`config.mk`:
```
export PLATFORM = sky130hd
export DESIGN_NAME = dmem_arbiter
export DESIGN_NICKNAME = d
export VERILOG_FILES = /design/src/rtl/dmem_arb_pkg.sv /design/src/rtl/dmem_arbiter_rr_arb2.sv /design/src/rtl/dmem_arbiter.sv
export SDC_FILE = /design/constraint.sdc
export NUM_CORES = 1
export LEC_CHECK = 0
export CAP_MARGIN = 20
export CORE_AREA = 2 2 233 235
export DETAILED_ROUTE_END_ITERATION = 8
export DIE_AREA = 0 0 235 237
export PLACE_DENSITY = 0.37
export SYNTH_ARGS = -nofsm -noshare
export SYNTH_HDL_FRONTEND = slang
export SYNTH_SLANG_ARGS = --single-unit
```
`constraint.sdc`:
```
create_clock -name CLK -period 2.31 [get_ports CLK]
set_input_delay 0.3465 -clock CLK [delete_from_list [all_inputs] [get_ports CLK]]
set_output_delay 0.3465 -clock CLK [all_outputs]
set_load 0.02 [all_outputs]
```
`src/rtl/dmem_arb_pkg.sv`:
```
// Shared types, constants and the address legality check for the data-memory arbiter.
package dmem_arb_pkg;

  localparam int unsigned ADDR_W      = 64;
  localparam int unsigned DATA_W      = 64;
  localparam int unsigned WORD_OFFSET = 3;

  localparam int unsigned REQ_CPU = 0;
  localparam int unsigned REQ_DMA = 1;

  typedef enum logic [1:0] {
    IDLE     = 2'd0,
    LOCKED_0 = 2'd1,
    LOCKED_1 = 2'd2
  } arb_state_e;

  // Registered per-requester response payload.
  typedef struct packed {
    logic              valid;
    logic              err;
    logic [DATA_W-1:0] data;
  } rsp_t;

  // A byte address is legal when word aligned and inside the memory.
  function automatic logic addr_legal(input logic [ADDR_W-1:0] addr,
                                      input int unsigned       depth);
    logic [ADDR_W-1:0] limit;
    limit = ADDR_W'(depth) << WORD_OFFSET;
    return (addr[WORD_OFFSET-1:0] == '0) && (addr < limit);
  endfunction

endpackage

```
`src/rtl/dmem_arbiter_rr_arb2.sv`:
```
// Two-way round-robin pick with an optional forced owner.
module rr_arb2 (
  input  logic [1:0] req,
  input  logic       last,
  input  logic       force_en,
  input  logic       force_id,
  output logic [1:0] gnt
);

  // Forced owner may only be granted itself; otherwise a tie goes to !last.
  always_comb begin
    gnt = 2'b00;
    if (force_en) begin
      gnt[force_id] = req[force_id];
    end else if (req == 2'b11) begin
      gnt[~last] = 1'b1;
    end else begin
      gnt = req;
    end
  end

endmodule

```
`src/rtl/dmem_arbiter.sv`:
```
// Shares the data-memory port between the CPU (0) and DMA (1) with round-robin
// arbitration, bounded locked bursts and a one-cycle registered response.
module dmem_arbiter
  import dmem_arb_pkg::*;
#(
  parameter int unsigned DEPTH     = 64,
  parameter int unsigned MAX_BURST = 8
) (
  input  logic              CLK,
  input  logic              RST,
  input  logic              REQ_0,
  input  logic              WE_0,
  input  logic              LOCK_0,
  input  logic [ADDR_W-1:0] ADDR_0,
  input  logic [DATA_W-1:0] WDATA_0,
  output logic              GNT_0,
  output logic              RVALID_0,
  output logic [DATA_W-1:0] RDATA_0,
  output logic              ERR_0,
  input  logic              REQ_1,
  input  logic              WE_1,
  input  logic              LOCK_1,
  input  logic [ADDR_W-1:0] ADDR_1,
  input  logic [DATA_W-1:0] WDATA_1,
  output logic              GNT_1,
  output logic              RVALID_1,
  output logic [DATA_W-1:0] RDATA_1,
  output logic              ERR_1,
  output logic              MEM_READ,
  output logic              MEM_WRITE,
  output logic [ADDR_W-1:0] MEM_ADDR,
  output logic [DATA_W-1:0] MEM_WR_DATA,
  input  logic [DATA_W-1:0] MEM_RD_DATA
);

  localparam int unsigned CNT_RAW = $clog2(MAX_BURST + 1);
  localparam int unsigned CNT_W   = (CNT_RAW > 3) ? CNT_RAW : 3;
  localparam logic [CNT_W-1:0] CNT_MAX = CNT_W'(MAX_BURST);

  arb_state_e       state_q, state_d;
  logic [CNT_W-1:0] cnt_q, cnt_d;
  logic             last_q, last_d;
  rsp_t             rsp_q [2];
  rsp_t             rsp_d [2];

  logic [1:0]        req_v;
  logic [1:0]        lock_v;
  logic [1:0]        gnt_raw;
  logic [1:0]        gnt;
  logic              in_lock;
  logic              lock_own;
  logic              lock_hold;
  logic              forced_rel;
  logic              last_eff;
  logic              any_gnt;
  logic              win;
  logic              we_w;
  logic              lock_w;
  logic              legal;
  logic [ADDR_W-1:0] addr_w;
  logic [DATA_W-1:0] wdata_w;

  assign req_v  = {REQ_1, REQ_0};
  assign lock_v = {LOCK_1, LOCK_0};

  // Lock qualification: owner keeps the port while it asks and has budget left.
  assign in_lock    = (state_q != IDLE);
  assign lock_own   = (state_q == LOCKED_1);
  assign lock_hold  = in_lock && lock_v[lock_own] && (cnt_q < CNT_MAX);
  assign forced_rel = in_lock && (cnt_q == CNT_MAX);
  assign last_eff   = forced_rel ? lock_own : last_q;

  rr_arb2 u_rr_arb2 (
    .req      (req_v),
    .last     (last_eff),
    .force_en (lock_hold),
    .force_id (lock_own),
    .gnt      (gnt_raw)
  );

  // Winner mux, memory port drive, next FSM state and response payloads.
  always_comb begin
    gnt         = RST ? 2'b00 : gnt_raw;
    any_gnt     = |gnt;
    win         = gnt[1];
    we_w        = win ? WE_1    : WE_0;
    lock_w      = win ? LOCK_1  : LOCK_0;
    addr_w      = win ? ADDR_1  : ADDR_0;
    wdata_w     = win ? WDATA_1 : WDATA_0;
    legal       = addr_legal(addr_w, DEPTH);

    MEM_READ    = any_gnt && legal && !we_w;
    MEM_WRITE   = any_gnt && legal && we_w;
    MEM_ADDR    = any_gnt ? (addr_w >> WORD_OFFSET) : '0;
    MEM_WR_DATA = any_gnt ? wdata_w : '0;

    state_d = state_q;
    cnt_d   = cnt_q;
    last_d  = last_q;

    if (lock_hold) begin
      cnt_d = cnt_q + CNT_W'(1);
    end else begin
      state_d = IDLE;
      cnt_d   = '0;
      if (any_gnt && lock_w) begin
        state_d = win ? LOCKED_1 : LOCKED_0;
        cnt_d   = CNT_W'(1);
      end
    end
    if (any_gnt) begin
      last_d = win;
    end

    for (int i = 0; i < 2; i++) begin
      rsp_d[i].valid = gnt[i];
      rsp_d[i].err   = gnt[i] && !legal;
      rsp_d[i].data  = (gnt[i] && legal && !we_w) ? MEM_RD_DATA : '0;
    end
  end

  // State, lock counter, round-robin pointer and response registers.
  always_ff @(posedge CLK) begin
    if (RST) begin
      state_q <= IDLE;
      cnt_q   <= '0;
      last_q  <= 1'b1;
      for (int i = 0; i < 2; i++) begin
        rsp_q[i] <= '0;
      end
    end else begin
      state_q <= state_d;
      cnt_q   <= cnt_d;
      last_q  <= last_d;
      for (int i = 0; i < 2; i++) begin
        rsp_q[i] <= rsp_d[i];
      end
    end
  end

  assign GNT_0    = gnt[REQ_CPU];
  assign GNT_1    = gnt[REQ_DMA];
  assign RVALID_0 = rsp_q[REQ_CPU].valid;
  assign ERR_0    = rsp_q[REQ_CPU].err;
  assign RDATA_0  = rsp_q[REQ_CPU].data;
  assign RVALID_1 = rsp_q[REQ_DMA].valid;
  assign ERR_1    = rsp_q[REQ_DMA].err;
  assign RDATA_1  = rsp_q[REQ_DMA].data;

endmodule
```
# Word-level counts from Yosys, hierarchy flattened
# Memories as Yosys holds them, arrays and structs flattened.
# Cells that the tools add are included.
# classes
mux	29
n_addsub	1
eq_ne	3
n_bitwise	4
multipliers	0
n_shift	0
n_lt_le_gt_ge	6
reduce_logical	21
div_mod_pow	0
# op_table
operator	count
$mux 64	5
$mux 66	2
$lt 64x10->1 const B	1
$mux 61	1
$logic_and 1x1->1	16
$mux 1	13
$mux 2	5
$add 4x1->4 const B	1
$eq 2x2->1 const B	2
$eq 4x4->1 const B	1
$lt 1x2->1 const B	2
$lt 4x4->1 const B	1
$mux 4	1
$logic_not 3->1	1
$and 2x2->2	1
$demux 1 s1	2
$ge 1x1->1 const B	2
$logic_not 1->1	2
$or 1x1->1	2
$reduce_bool 2->1	1
$reduce_or 2->1	1
$not 1->1	1
# word_totals
inputBits	328
register_bits	7
memories	1
mem_bits_ro	0
word_cells	68
latch_bits	0
ramBits	132
output_inout_bits	264
# memory_table
name	words	word_bits	read_ports	rd_ports_with_merged_regs	write_ports	line_no	text
rsp_q	2	66	2	0	2	dmem_arbiter.sv:43	rsp_t rsp_q [2];

# Longest topological paths before layout
# logic_depth
word_depth	18
depth_mapped	11
ltp_nobuf	9

# Modules after synthesis
# Synthesis repeated with hierarchy kept, for this count alone.
# hier_totals
hier_cells	613
hier_area_um2	5683.0
# modules_own_cells
module	area_each_um2	seq_area_each_um2	instances	cells_each
dmem_arbiter	5646.7	2782.7	1	607
rr_arb2	36.3	0.0	1	6

# Least setup slack after synthesis
# OpenSTA, ideal clock, no wires.
# synth_timing
kind	reg-to-output
from	register cnt_q[0]
to	output MEM_ADDR[10]
stages_incl_launch_ff	10
required_ns	1.964
n_path_buf	2
setup_slack_ns	0.088
arrival_ns	1.876
cell_sequence	dfxtp_1 > inv_1 > ha_1 > and4b_1 > o211ai_2 > o211ai_4 > inv_1 > clkbuf_1 > buf_2 > a22o_1
# synth_between
elab_chain_len	13
word_cells_on_any_way	17
classes_between	order compare (3); eq/ne (1); mux (8); bitwise (1); reduce/logical (4)
# synth_rtl
item	line_no	text
from (decl)	dmem_arbiter.sv:41	logic [CNT_W-1:0] cnt_q, cnt_d;
from (signal assigned)	dmem_arbiter.sv:133	cnt_q <= cnt_d;
$eq 4x4->1	dmem_arbiter.sv:70	assign forced_rel = in_lock && (cnt_q == CNT_MAX);
$logic_and 1x1->1	dmem_arbiter.sv:70	
$mux 1	dmem_arbiter.sv:71	assign last_eff = forced_rel ? lock_own : last_q;
$not 1->1	dmem_arbiter_rr_arb2.sv:16	gnt[~last] = 1'b1;
$lt 1x2->1 (implied by the code) or $ge 1x1->1 (tied branches)	dmem_arbiter_rr_arb2.sv:16	
$logic_and 1x1->1 (implied by the code)	dmem_arbiter_rr_arb2.sv:16	
$mux 1 (implied by the code)	dmem_arbiter_rr_arb2.sv:16	
$demux 1 s1	-	
$mux 2	dmem_arbiter_rr_arb2.sv:15	end else if (req == 2'b11) begin
$mux 2 *	dmem_arbiter_rr_arb2.sv:13	if (force_en) begin
$mux 2 *	dmem_arbiter.sv:83	gnt = RST ? 2'b00 : gnt_raw;
$mux 64 or $reduce_or 2->1 (tied branches)	dmem_arbiter.sv:88, dmem_arbiter.sv:84	
$mux 61 *	dmem_arbiter.sv:94	MEM_ADDR = any_gnt ? (addr_w >> WORD_OFFSET) : '0;
to (decl)	dmem_arbiter.sv:31	output logic [ADDR_W-1:0] MEM_ADDR,
# Every way passes the cells marked *; elsewhere a longest branch is shown, timed or not.

# Final worst setup path
# layout_timing
from	register cnt_q[0]
to	output MEM_WRITE
# layout_between
elab_chain_len	16
word_cells_on_any_way	22
classes_between	order compare (4); eq/ne (1); mux (8); bitwise (1); reduce/logical (8)
# layout_rtl
item	line_no	text
$eq 4x4->1	dmem_arbiter.sv:70	
$logic_and 1x1->1	dmem_arbiter.sv:70	
$mux 1	dmem_arbiter.sv:71	
$not 1->1	dmem_arbiter_rr_arb2.sv:16	
$lt 1x2->1 (implied by the code) or $ge 1x1->1 (tied branches)	dmem_arbiter_rr_arb2.sv:16	
$logic_and 1x1->1 (implied by the code)	dmem_arbiter_rr_arb2.sv:16	
$mux 1 (implied by the code)	dmem_arbiter_rr_arb2.sv:16	
$demux 1 s1	-	
$mux 2	dmem_arbiter_rr_arb2.sv:15	
$mux 2 *	dmem_arbiter_rr_arb2.sv:13	
$mux 2 *	dmem_arbiter.sv:83	
$mux 64	dmem_arbiter.sv:88	addr_w = win ? ADDR_1 : ADDR_0;
$lt 64x10->1 or $logic_not 3->1 (tied branches)	dmem_arb_pkg.sv:29	return (addr[WORD_OFFSET-1:0] == '0) && (addr < limit);
$logic_and 1x1->1	dmem_arb_pkg.sv:29	
$logic_and 1x1->1	dmem_arbiter.sv:93	MEM_WRITE = any_gnt && legal && we_w;
$logic_and 1x1->1 *	dmem_arbiter.sv:93	
to (decl)	dmem_arbiter.sv:30	output logic MEM_WRITE,
# Marked as above.

==> flow_summary.toml <==
[power_and_ir_drop]
ir_drop_uv = 349.8
leakagePower_nw = 6.341
powerDensity_nw_per_um2 = 483.1

[worst_setup_path]
r2r_cells = 13
reg2reg_to = "rsp_q[0][23]"
r2r_start = "cnt_q[0]"
cp_max_fo = 6
cp-start-kind = "flop"
cp_data_arrival_time_ns = 2.58
r2r_slack_ns = -0.33
cp-end-kind = "output pin"
crit_type = "reg2out"
cp.required_ns = 1.96

[clocking]
cts_root_buf = "clkbuf_16"
h-tree-depth = 4
cts_made_buffers = 17
clk_path_buf_depth = 2
cts_tree = "built"
clk_pin_slew_ns = 0.06
cts.sinks = 139
clkLatencyLatePin_ns = 0.43

[floorplanning]
core_um2 = 53280
die_area_um2 = 55700
io-pin-count = 592
rows = 85
die_w_um = 235
initial_core_util_pct = 10.50
dieHeight_um = 237

[min_path]
whs_path_depth = 2
min_from = "state_q[1]"
hold_path_end = "state_q[1]"
holdCritPathClass = "reg2reg"

[sta]
finalHoldViolations = 0
fmax_mhz = 341.8
skew_ns = 0.007414
setup_violations = 252
setup_slack_ns = -0.6160
period_needed_ns = 2.926
rsz0062_at_grt = "yes"
slew_violations = 0
period_share_pct = 126.7
tns_ns = -81.44

[job]
drv_cap = 0

[cells_and_area]
layout.nets = 1591
final_common_cell = "clkdlybuf4s50_1"
fillCellCount = 5587
final_cells = 1977
multi_input_area_um2 = 2720
area_growth_pct = 166.6
drive_above_1_share_pct = 29.93
mostFrequentLayoutCells = "clkdlybuf4s50_1, dfxtp_1, buf_4, a22o_1, buf_6"
register_area_um2 = 2785

[drt]
wl_mm = 42.44
drtIter0Drc = 269
post_drt_via_cell_ratio = 3.736
post-route-drc-count = 0
drtPass1Iterations = 4
ant_nets = 0
wl_per_cell_um = 21.47
vias = 7387

[logic_synthesis]
syn-instance-count = 532
syn_area_um2 = 5597
synth_seq_area_share_pct = 49.72
synth_cell_type_count = 37
syn_avg_cell_area_um2 = 10.52
ys.warnings.count = 0
synth-seq-cells = 139

[global_route]
antenna_found_initial = 13
grt_max_degree = 42
gr-usage-all-layers_pct = 14.48
grt_overflow = 0
grt_pass1_vias = 7869
grt_pass1_wl_mm = 57.55

[placed_design]
dp_hpwl_mm = 33.87
gp_congestion = 0.8239
dp.cells = 1894
portBuffers = 588

[run_status]
violations = "setup timing"
status = "complete, but fails checks"
## worst max-delay path by stage
stage,start,end,slack [ns],cells past startpoint
6_report,cnt_q[0],MEM_WRITE,-0.62,12
5_1_grt,cnt_q[0],MEM_WRITE,-0.75,12
3_5_place_dp,ADDR_0[39],rsp_q[0][14],-0.89,9
2_1_floorplan,cnt_q[0],MEM_ADDR[10],0.09,9
4_1_cts,cnt_q[0],MEM_WRITE,-0.69,12
3_3_place_gp,ADDR_0[39],rsp_q[0][14],-0.88,9
## repair_timing
| action | in CTS | in global routing |
|---|---|---|
| resized for setup | 617 | 111 |
| pin swaps | 54 | 48 |
| hold buffers | 0 | 0 |
| hold endpoints to repair | 0 | 0 |
| setup endpoints to repair | 258 | 257 |
| cloned | 9 | 5 |
| setup buffers | 24 | 17 |
## final cells by class
class | instances | area share (%)
timing repair buffer | 761 | 52.88
antenna | 8 | 0.1342
multi-input combinational | 332 | 18.23
clock buffer | 18 | 2.944
sequential | 139 | 18.67
inverter | 10 | 0.3523
clock inverter | 13 | 0.9477
tap | 696 | 5.837
## critical path: stages, from the launching register on
cell	delay, ns
dfxtp_2	0.32
inv_2	0.07
ha_4	0.13
and4b_1	0.21
o211ai_2	0.10
buf_4	0.16
o211ai_4	0.23
inv_8	0.10
buf_12	0.16
buf_8	0.11
and3_4	0.15
a41o_1	0.24
buf_12	0.15
## power breakdown
| group | total (mW) | leakage [nW] | switching, mW | internal (mW) |
|---|---|---|---|---|
| Clock | 2.70 | 0.279 | 1.08 | 1.62 |
| Sequential | 2.41 | 1.12 | 0.00558 | 2.41 |
| Combinational | 2.09 | 4.94 | 0.877 | 1.22 |
| Total | 7.21 | 6.34 | 1.97 | 5.24 |
## cell families after synthesis
| logic type | Yosys count | synth area share [%] |
|---|---|---|
| AOI/OAI and AO/OA | 135 | 21.35 |
| xor gates and xnor gates | 1 | 0.1565 |
| adders and majority gates | 2 | 0.4471 |
| buffers and inverters | 63 | 6.707 |
| DFF | 139 | 49.72 |
| muxes | 1 | 0.2012 |
| other | 1 | 0.06700 |
| and+or+nand+nor | 190 | 21.35 |
## cell usage after synthesis
master,count,area share [%]
a31o_2,1,0.16
buf_6,11,2.2
nor3_1,1,0.089
o211ai_2,1,0.22
mux2_2,1,0.20
inv_2,1,0.067
ha_1,2,0.45
and2b_1,1,0.13
and3_1,66,7.4
and2_1,67,7.5
xnor2_1,1,0.16
nand4_1,6,0.67
nor3b_2,1,0.22
inv_1,9,0.60
a221oi_1,1,0.16
clkbuf_1,5,0.34
a21oi_1,2,0.18
nand3b_1,1,0.13
a22o_1,126,20
nand2_1,3,0.20
buf_4,4,0.54
a41o_1,1,0.18
nand3_1,4,0.36
clkbuf_2,3,0.27
o211ai_1,1,0.13
and4_1,1,0.16
nor4_1,28,3.1
o22ai_2,1,0.22
conb_1,1,0.067
dfxtp_1,139,50
buf_2,30,2.7
nor2_1,6,0.40
o211ai_4,1,0.38
nand4bb_1,1,0.20
nand4b_1,1,0.16
nor4_2,2,0.45
and4b_1,1,0.18
## metal layers
metal | GRT usage [%] | up-vias | wire length [um]
met5 | 0 | - | 10
met3 | 4.512 | 58 | 3328
met4 | 7.154 | 2 | 1390
met2 | 27.02 | 428 | 23070
met1 | 14.45 | 3430 | 14640
li1 | - | 3469 | -
## per-stage QoR
| step | util [%] | setup slack (ns) | hold WS [ns] | cell area (um^2) | total power, mW |
|---|---|---|---|---|---|
| after detailed placement | 24.96 | -0.8903 | 0.4734 | 13300 | 4.359 |
| after global routing | 27.99 | -0.7524 | 0.4832 | 14910 | 7.495 |
| after global placement | 24.96 | -0.8815 | 0.4579 | 13300 | 4.376 |
| after CTS | 26.92 | -0.6909 | 0.4640 | 14350 | 7.197 |
| after floorplan | - | 0.08780 | 0.4156 | 5604 | 3.021 |
| final | 28.00 | -0.6160 | 0.4800 | 14920 | 7.207 |
## sequential cells by signal (all words and copies together) (netlist names)
| name | cells |
|---|---|
| last_q | 1 |
| rsp_q | 132 |
| cnt_q | 4 |
| state_q | 2 |
(Power assumes the default switching activity.)
